$ cat config.mk
export PLATFORM = sky130hd
export DESIGN_NAME = hazard_control_unit
export DESIGN_NICKNAME = d
export VERILOG_FILES = /design/src/rtl/hazard_control_unit.sv
export SDC_FILE = /design/constraint.sdc
export NUM_CORES = 1
export LEC_CHECK = 0
export ABC_AREA = 1
export CAP_MARGIN = 20
export CORE_UTILIZATION = 41
export DETAILED_ROUTE_END_ITERATION = 8
export PLACE_DENSITY = 0.79
export SYNTH_ARGS = -nofsm -noshare
export SYNTH_HDL_FRONTEND = slang
export SYNTH_SLANG_ARGS = --single-unit
$ cat constraint.sdc
create_clock -name clk -period 2.1 [get_ports clk]
set_input_delay 0.42 -clock clk [delete_from_list [all_inputs] [get_ports clk]]
set_output_delay 0.42 -clock clk [all_outputs]
set_load 0.01 [all_outputs]
$ cat src/rtl/hazard_control_unit.sv
// RAW hazard sequencer for the 5-stage MIPS pipeline: stall/bubble control, redirect flushes,
// operand forwarding select and saturating event counters. Define FORWARDING_EN for the forwarding build.
module hazard_control_unit #(
    parameter int CNT_WIDTH = 16
) (
    input  logic                 clk,
    input  logic                 reset,
    input  logic [4:0]           id_rs_i,
    input  logic [4:0]           id_rt_i,
    input  logic                 id_uses_rs_i,
    input  logic                 id_uses_rt_i,
    input  logic [4:0]           ex_rs_i,
    input  logic [4:0]           ex_rt_i,
    input  logic                 ex_reg_write_i,
    input  logic                 ex_mem_read_i,
    input  logic [4:0]           ex_write_reg_i,
    input  logic                 mem_reg_write_i,
    input  logic [4:0]           mem_write_reg_i,
    input  logic                 wb_reg_write_i,
    input  logic [4:0]           wb_write_reg_i,
    input  logic                 mem_redirect_i,
    output logic                 pc_write_o,
    output logic                 if_id_write_o,
    output logic                 id_ex_bubble_o,
    output logic                 if_id_flush_o,
    output logic                 id_ex_flush_o,
    output logic                 ex_mem_flush_o,
    output logic [1:0]           forward_a_o,
    output logic [1:0]           forward_b_o,
    output logic                 stalling_o,
    output logic [CNT_WIDTH-1:0] stall_count_o,
    output logic [CNT_WIDTH-1:0] flush_count_o
);

    typedef enum logic {RUN, STALL} state_t;

    state_t                 state_reg, state_next;
    logic [1:0]             remain_reg, remain_next;
    logic [CNT_WIDTH-1:0]   stall_count_reg, flush_count_reg;
    logic [1:0]             need;
    logic                   ex_hit;
    logic                   stall_now;
    logic [1:0]             fwd_a, fwd_b;

    function automatic logic src_match(input logic uses, input logic [4:0] src,
                                       input logic we, input logic [4:0] dest);
        return uses && (src != 5'd0) && we && (dest == src);
    endfunction

    assign ex_hit = src_match(id_uses_rs_i, id_rs_i, ex_reg_write_i, ex_write_reg_i) |
                    src_match(id_uses_rt_i, id_rt_i, ex_reg_write_i, ex_write_reg_i);

`ifdef FORWARDING_EN
    function automatic logic [1:0] fwd_sel(input logic [4:0] src);
        if (src_match(1'b1, src, mem_reg_write_i, mem_write_reg_i))
            return 2'b10;
        else if (src_match(1'b1, src, wb_reg_write_i, wb_write_reg_i))
            return 2'b01;
        else
            return 2'b00;
    endfunction

    // Only a load result cannot be bypassed in time: one bubble covers load-use.
    assign need  = (ex_hit && ex_mem_read_i) ? 2'd1 : 2'd0;
    assign fwd_a = fwd_sel(ex_rs_i);
    assign fwd_b = fwd_sel(ex_rt_i);
`else
    logic mem_hit, wb_hit;
    logic unused_fwd_inputs;

    assign mem_hit = src_match(id_uses_rs_i, id_rs_i, mem_reg_write_i, mem_write_reg_i) |
                     src_match(id_uses_rt_i, id_rt_i, mem_reg_write_i, mem_write_reg_i);
    assign wb_hit  = src_match(id_uses_rs_i, id_rs_i, wb_reg_write_i, wb_write_reg_i) |
                     src_match(id_uses_rt_i, id_rt_i, wb_reg_write_i, wb_write_reg_i);
    // Youngest producer sets the wait; WB needs one cycle since ID reads the regfile combinationally.
    assign need  = ex_hit ? 2'd3 : (mem_hit ? 2'd2 : (wb_hit ? 2'd1 : 2'd0));
    assign fwd_a = 2'b00;
    assign fwd_b = 2'b00;
    assign unused_fwd_inputs = ^{ex_rs_i, ex_rt_i, ex_mem_read_i};
`endif

    always_comb begin
        state_next  = state_reg;
        remain_next = remain_reg;
        stall_now   = 1'b0;
        if (mem_redirect_i) begin
            state_next  = RUN;
            remain_next = 2'd0;
        end else if (state_reg == STALL) begin
            stall_now = 1'b1;
            if (remain_reg <= 2'd1) begin
                state_next  = RUN;
                remain_next = 2'd0;
            end else begin
                remain_next = remain_reg - 2'd1;
            end
        end else if (need != 2'd0) begin
            stall_now   = 1'b1;
            remain_next = need - 2'd1;
            state_next  = (need > 2'd1) ? STALL : RUN;
        end
    end

    assign pc_write_o     = reset | ~stall_now;
    assign if_id_write_o  = reset | ~stall_now;
    assign id_ex_bubble_o = ~reset & stall_now;
    assign if_id_flush_o  = ~reset & mem_redirect_i;
    assign id_ex_flush_o  = ~reset & mem_redirect_i;
    assign ex_mem_flush_o = ~reset & mem_redirect_i;
    assign forward_a_o    = reset ? 2'b00 : fwd_a;
    assign forward_b_o    = reset ? 2'b00 : fwd_b;
    assign stalling_o     = (state_reg == STALL);
    assign stall_count_o  = stall_count_reg;
    assign flush_count_o  = flush_count_reg;

    always_ff @(posedge clk) begin
        if (reset) begin
            state_reg       <= RUN;
            remain_reg      <= 2'd0;
            stall_count_reg <= '0;
            flush_count_reg <= '0;
        end else begin
            state_reg  <= state_next;
            remain_reg <= remain_next;
            if (stall_now && (stall_count_reg != '1))
                stall_count_reg <= stall_count_reg + 1'b1;
            if (mem_redirect_i && (flush_count_reg != '1))
                flush_count_reg <= flush_count_reg + 1'b1;
        end
    end

endmodule
== Word level (Yosys, flattened, before mapping) ==
Index checks and enable logic that the tools add are counted.

* Multiplexer cells: 13
* Order comparisons: 2
* Add/sub/neg operators: 4
* Equal/unequal tests: 8
* Bitwise operators: 8
* Reductions and logical operators: 21

{| class="wikitable"
|+ Operator list
! cell !! count
|-
| 16-bit by 1-bit adder with 16-bit output (second input constant) || 2
|-
| 16-bit != test (second input constant) || 2
|-
| 5-bit equality test || 6
|-
| 1-bit logical AND || 16
|-
| 2-bit 2-to-1 mux || 5
|-
| 5-bit nonzero test || 2
|-
| 1-bit 2-to-1 mux || 8
|-
| 1-bit OR || 4
|-
| 2-bit nonzero test || 2
|-
| 2-bit by 1-bit subtractor with 2-bit output (second input constant) || 2
|-
| 1-bit bitwise AND || 2
|-
| 2-bit by 1-bit greater-than comparator with 1-bit output (second input constant) || 1
|-
| 2-bit by 1-bit <= comparator with 1-bit output (second input constant) || 1
|-
| 1-bit inverter || 2
|-
| 2-bit OR reduction || 1
|}

* Output and inout bits: 43
* Register bits after elaboration: 35
* Logic and storage cells: 60
* Input port bits: 44

== Depth between registers and ports, before layout ==
* Word-level depth: 14
* Mapped depth: 20

== Worst setup path after synthesis ==
OpenSTA, ideal clock, no wires.

* Path kind: in2out
* Start point: input id_rt_i[4]
* End point: output pc_write_o
* Arrival time: 1.850 ns
* Cell stages on the path: 15
* Setup slack: -0.170 ns
* Buffers on the path: 1
* Data required time: 1.680 ns
* Cell sequence: inv_1 nand2_1 nand2_1 nand2_1 nor2_1 nand3_1 nand2_1 nand3_1 and2_1 ha_1 nand2_1 inv_1 nor2_1 inv_1 buf_4

* Longest elaborated chain between the ends: 14
* Elaborated cells on any way between the ends: 23
* Those cells by class: 3 x eq/ne; 6 x mux; 5 x bitwise; 9 x reduce/logical

{| class="wikitable"
|+ RTL lines
! item !! RTL line !! RTL
|-
| start, declared || 9 || <nowiki>input logic [4:0] id_rt_i,</nowiki>
|-
| 5-bit nonzero test || 47 || <nowiki>return uses && (src != 5'd0) && we && (dest == src);</nowiki>
|-
| 1-bit logical AND (3 in a row) || 47 ||
|-
| 1-bit OR || 73 || <nowiki>assign wb_hit = src_match(id_uses_rs_i, id_rs_i, wb_reg_write_i, wb_write_reg_i) |</nowiki>
|-
| 1-bit 2-to-1 mux || 76 || <nowiki>assign need = ex_hit ? 2'd3 : (mem_hit ? 2'd2 : (wb_hit ? 2'd1 : 2'd0));</nowiki>
|-
| 2-bit 2-to-1 mux || 76 ||
|-
| 2-bit 2-to-1 mux (*) || 76 ||
|-
| 2-bit nonzero test (*) || 97 || <nowiki>end else if (need != 2'd0) begin</nowiki>
|-
| 1-bit 2-to-1 mux (*) || 97 ||
|-
| 1-bit 2-to-1 mux (*) || 89 || <nowiki>end else if (state_reg == STALL) begin</nowiki>
|-
| 1-bit 2-to-1 mux (*) || 86 || <nowiki>if (mem_redirect_i) begin</nowiki>
|-
| 1-bit inverter (*) || -- ||
|-
| 1-bit OR (*) || -- ||
|-
| end, declared || 22 || <nowiki>output logic pc_write_o,</nowiki>
|}

Mark *: on every way between the ends. The rest lies on a longest branch, timed or not.

== Final worst setup path ==
* Start point: input id_rs_i[3]
* End point: output pc_write_o

* Longest elaborated chain between the ends: 14
* Elaborated cells on any way between the ends: 23
* Those cells by class: 3 x eq/ne; 6 x mux; 5 x bitwise; 9 x reduce/logical

{| class="wikitable"
|+ RTL lines
! item !! RTL line !! RTL
|-
| start, declared || 8 || <nowiki>input logic [4:0] id_rs_i,</nowiki>
|-
| 5-bit nonzero test || 47 ||
|-
| 1-bit logical AND (3 in a row) || 47 ||
|-
| 1-bit OR || 73 ||
|-
| 1-bit 2-to-1 mux || 76 ||
|-
| 2-bit 2-to-1 mux || 76 ||
|-
| 2-bit 2-to-1 mux (*) || 76 ||
|-
| 2-bit nonzero test (*) || 97 ||
|-
| 1-bit 2-to-1 mux (*) || 97 ||
|-
| 1-bit 2-to-1 mux (*) || 89 ||
|-
| 1-bit 2-to-1 mux (*) || 86 ||
|-
| 1-bit inverter (*) || 104 || <nowiki>assign pc_write_o = reset | ~stall_now;</nowiki>
|-
| 1-bit OR (*) || 104 ||
|}

Marked as above.

==> run_results.csv <==
group,metric,value,unit
status,status,"finished with violations",
status,violations,"setup timing",
synth,synth_flop_cell,"dfxtp_1",
layout,drive_gt1_share,24.4,%
synth,yosysWarnings,0,
detailed_routing,vias_per_cell,5.05,
worst_setup_path,arrival,1850,ps
worst_setup_path,critPathKind,"primary input to primary output",
floorplanning,floorplan.initialDensity,43.3,%
placed_design,placed_cells,558,
layout,nFillCells,503,
grt,overflow,0,
worst_setup_path,crit_path_end_kind,"primary output",
floorplanning,core-area,5640,um^2
power_and_ir_drop,peakVddDrop,335,uV
power_and_ir_drop,switchingPower,0.416,mW
floorplanning,pin_count,87,
placed_design,hpwlAfterDp,5110,um
grt,first_global_vias,2521,
clock_tree,tritoncts,"built",
synth,yosysTopAreaCell,"dfxtp_1",
worst_setup_path,cp.required,1680,ps
worst_setup_path,critPathLaunchType,"primary input",
timing,skew,4.68,ps
placed_design,gp_congestion,0.880,
floorplanning,rows,27,
synth,synth_edf_count,0,
synth,synth-async-reset-ratio,0,%
synth,synthTopCellsByArea,"dfxtp_1 29%, nand2_1 16%, nor2_1 10%, inv_1 8.4%, nand3_1 5.5%",
layout,finalNonFillerCells,567,
timing,hold_viol_final,0,
power_and_ir_drop,total_power,1.48,mW
synth,ys_types,29,
synth,ys_seq_area_share,28.7,%
synth,yosysTopAreaCellShare,28.7,%
timing,finalSetupViolCount,16,
layout,antenna_cells,0,
power_and_ir_drop,comb_power_share,20.5,%
timing,setup_ws,-172,ps
timing,rsz0062_at_grt,"yes",
grt,grt_max_degree,19,
worst_setup_path,crit_fanout,3,
grt,antenna_found_initial,0,
floorplanning,die-area,6270,um^2
placed_design,dpl_cell_area,3310,um^2
timing,clock.fmax,0.440,GHz
min_path,hold_class,"flip-flop to flip-flop",
floorplanning,die_h,79.2,um
power_and_ir_drop,cellLeakagePower,1.47,nW
power_and_ir_drop,internal_power,1.07,mW
placed_design,portBuffers,71,
detailed_routing,drt_pass1_iterations,4,
timing,report.final.slew_viol_count,0,
layout,area_growth,46.3,%
timing,max_slew_margin,60.4,%
clock_tree,clk_pin_slew,70,ps
floorplanning,die_w,79.2,um
power_and_ir_drop,switching_share,28.0,%
timing,worstMarginPinSlew,593,ps
detailed_routing,drc,0,
detailed_routing,detail-route-antenna-nets,0,
grt,grt_pass1_wl,10900,um
timing,period_share,108,%
synth,synth_seq_cells,35,
detailed_routing,drt-total-wl,7000,um
power_and_ir_drop,power_frac_clock,33.8,%
detailed_routing,drt-wirelength-per-cell,12.3,um
detailed_routing,drtIter0Drc,93,
clock_tree,clk_latency,290,ps
clock_tree,cts_buffer_depth,2,
clock_tree,numCtsBuffers,5,
layout,fin_area,3580,um^2
power_and_ir_drop,seqPwrFrac,45.7,%
layout,layout_commonest_cell,"nand2_1",
timing,fin_crit,2270,ps
synth,syn_area,2440,um^2
grt,grt_use_total,21.6,%
detailed_routing,vias,2864,
clock_tree,root_buffer,"clkbuf_8",
layout,final_cell_mix,"92 x nand2_1, 56 x nor2_1, 42 x inv_1",
layout,final_nets,542,
timing,fin_tns_setup,-1130,ps
run,max_cap_viol_count,0,
synth,synth_area_per_cell,6.00,um^2
synth,syn_inst,407,
power_and_ir_drop,powerDensity,415,nW/um^2
clock_tree,clock-sinks,35,
clock_tree,htreeDepth,2,
==> final cells by class <==
| cell class | instances | area [um^2] | area share (%) |
|---|---|---|---|
| multi-input cells | 305 | 1670 | 46.8 |
| repair buffers | 90 | 797 | 22.3 |
| flip-flops and latches | 35 | 701 | 19.6 |
| inverters | 58 | 228 | 6.37 |
| well taps | 72 | 90.1 | 2.52 |
| clock buffers | 6 | 82.6 | 2.31 |
| clock inverters | 1 | 5.00 | 0.140 |
==> per-stage QoR <==
| step | hold slack (ps) | worst slack, ps | util, % |
|---|---|---|---|
| floorplan | 455 | 1.33 | - |
| finish | 492 | -172 | 63.4 |
| global placement | 471 | -981 | 58.7 |
| global route | 499 | -283 | 63.4 |
| CTS | 487 | -116 | 60.3 |
| detailed placement | 472 | -1020 | 58.7 |
==> path summary, 6_finish.rpt <==
path	start	to	slack [ps]	depth (start not counted)
max	id_rs_i[3]	pc_write_o	-170	16
min	stall_count_o[15]$_SDFFE_PP0P_	stall_count_o[15]$_SDFFE_PP0P_	490	2
max reg2reg	stall_count_o[0]$_SDFFE_PP0P_	stall_count_o[12]$_SDFFE_PP0P_	320	8
min reg2reg	stall_count_o[15]$_SDFFE_PP0P_	stall_count_o[15]$_SDFFE_PP0P_	490	2
==> power groups by stage <==
stage	Sequential, mW	Clock [mW]	Combinational, mW
after floorplan	0.694	0	0.132
after global placement	0.693	0	0.265
after detailed placement	0.693	0	0.270
after CTS	0.678	0.511	0.271
after global routing	0.679	0.543	0.330
final	0.678	0.501	0.304
==> worst max-delay path, cell delays in order <==
cell and delay, ps:
buf_8 100, buf_6 110, xnor2_2 110, nand3_1 100, nor2_1 110, nand2_1 100
nand2_1 70, inv_1 50, nand2_2 80, inv_2 40, ha_4 150, nand2_4 70
inv_4 40, nor2_4 110, inv_2 60, buf_6 120
==> cell usage after synthesis (3+ instances only) <==
library cell and count:
nand2_1 102, nor2_1 68, inv_1 55, dfxtp_1 35, nand3_1 27, o21ai_0 25, a21oi_1 22, xor2_1 14
nor3_1 12, buf_4 8, xnor2_1 6, nand4_1 5, a31oi_1 4, ha_1 3, inv_2 3
==> kinds of logic after synthesis <==
group | Yosys count | synth area share, %
fa+ha+maj | 3 | 1.54
simple gates | 225 | 39.0
xor+xnor | 20 | 7.17
flops | 35 | 28.7
other cells | 1 | 0.153
compound gates | 53 | 11.2
buf+inv | 70 | 12.3
==> timing repair <==
item                                    4_1_cts  5_1_grt
resized for setup                           167       49
gates cloned                                  0        1
hold endpoints to repair                      0        0
endpoints found under the setup margin       24       19
buffers inserted                              1        0
pin swaps                                    37       19
hold buffers                                  0        0
==> layer usage <==
| layer | up-vias | part of all wire (%) | routed length, um | global-route usage, % |
|---|---|---|---|---|
| li1 | 1454 | - | - | - |
| met1 | 1300 | 43 | 3010 | 25.2 |
| met2 | 97 | 50 | 3500 | 39.1 |
| met3 | 13 | 5.0 | 350 | 3.45 |
| met4 | 0 | 2.1 | 145 | 8.18 |
| met5 | - | 0 | 0 | 0 |
Note: power is estimated with default switching activity, not from simulation.
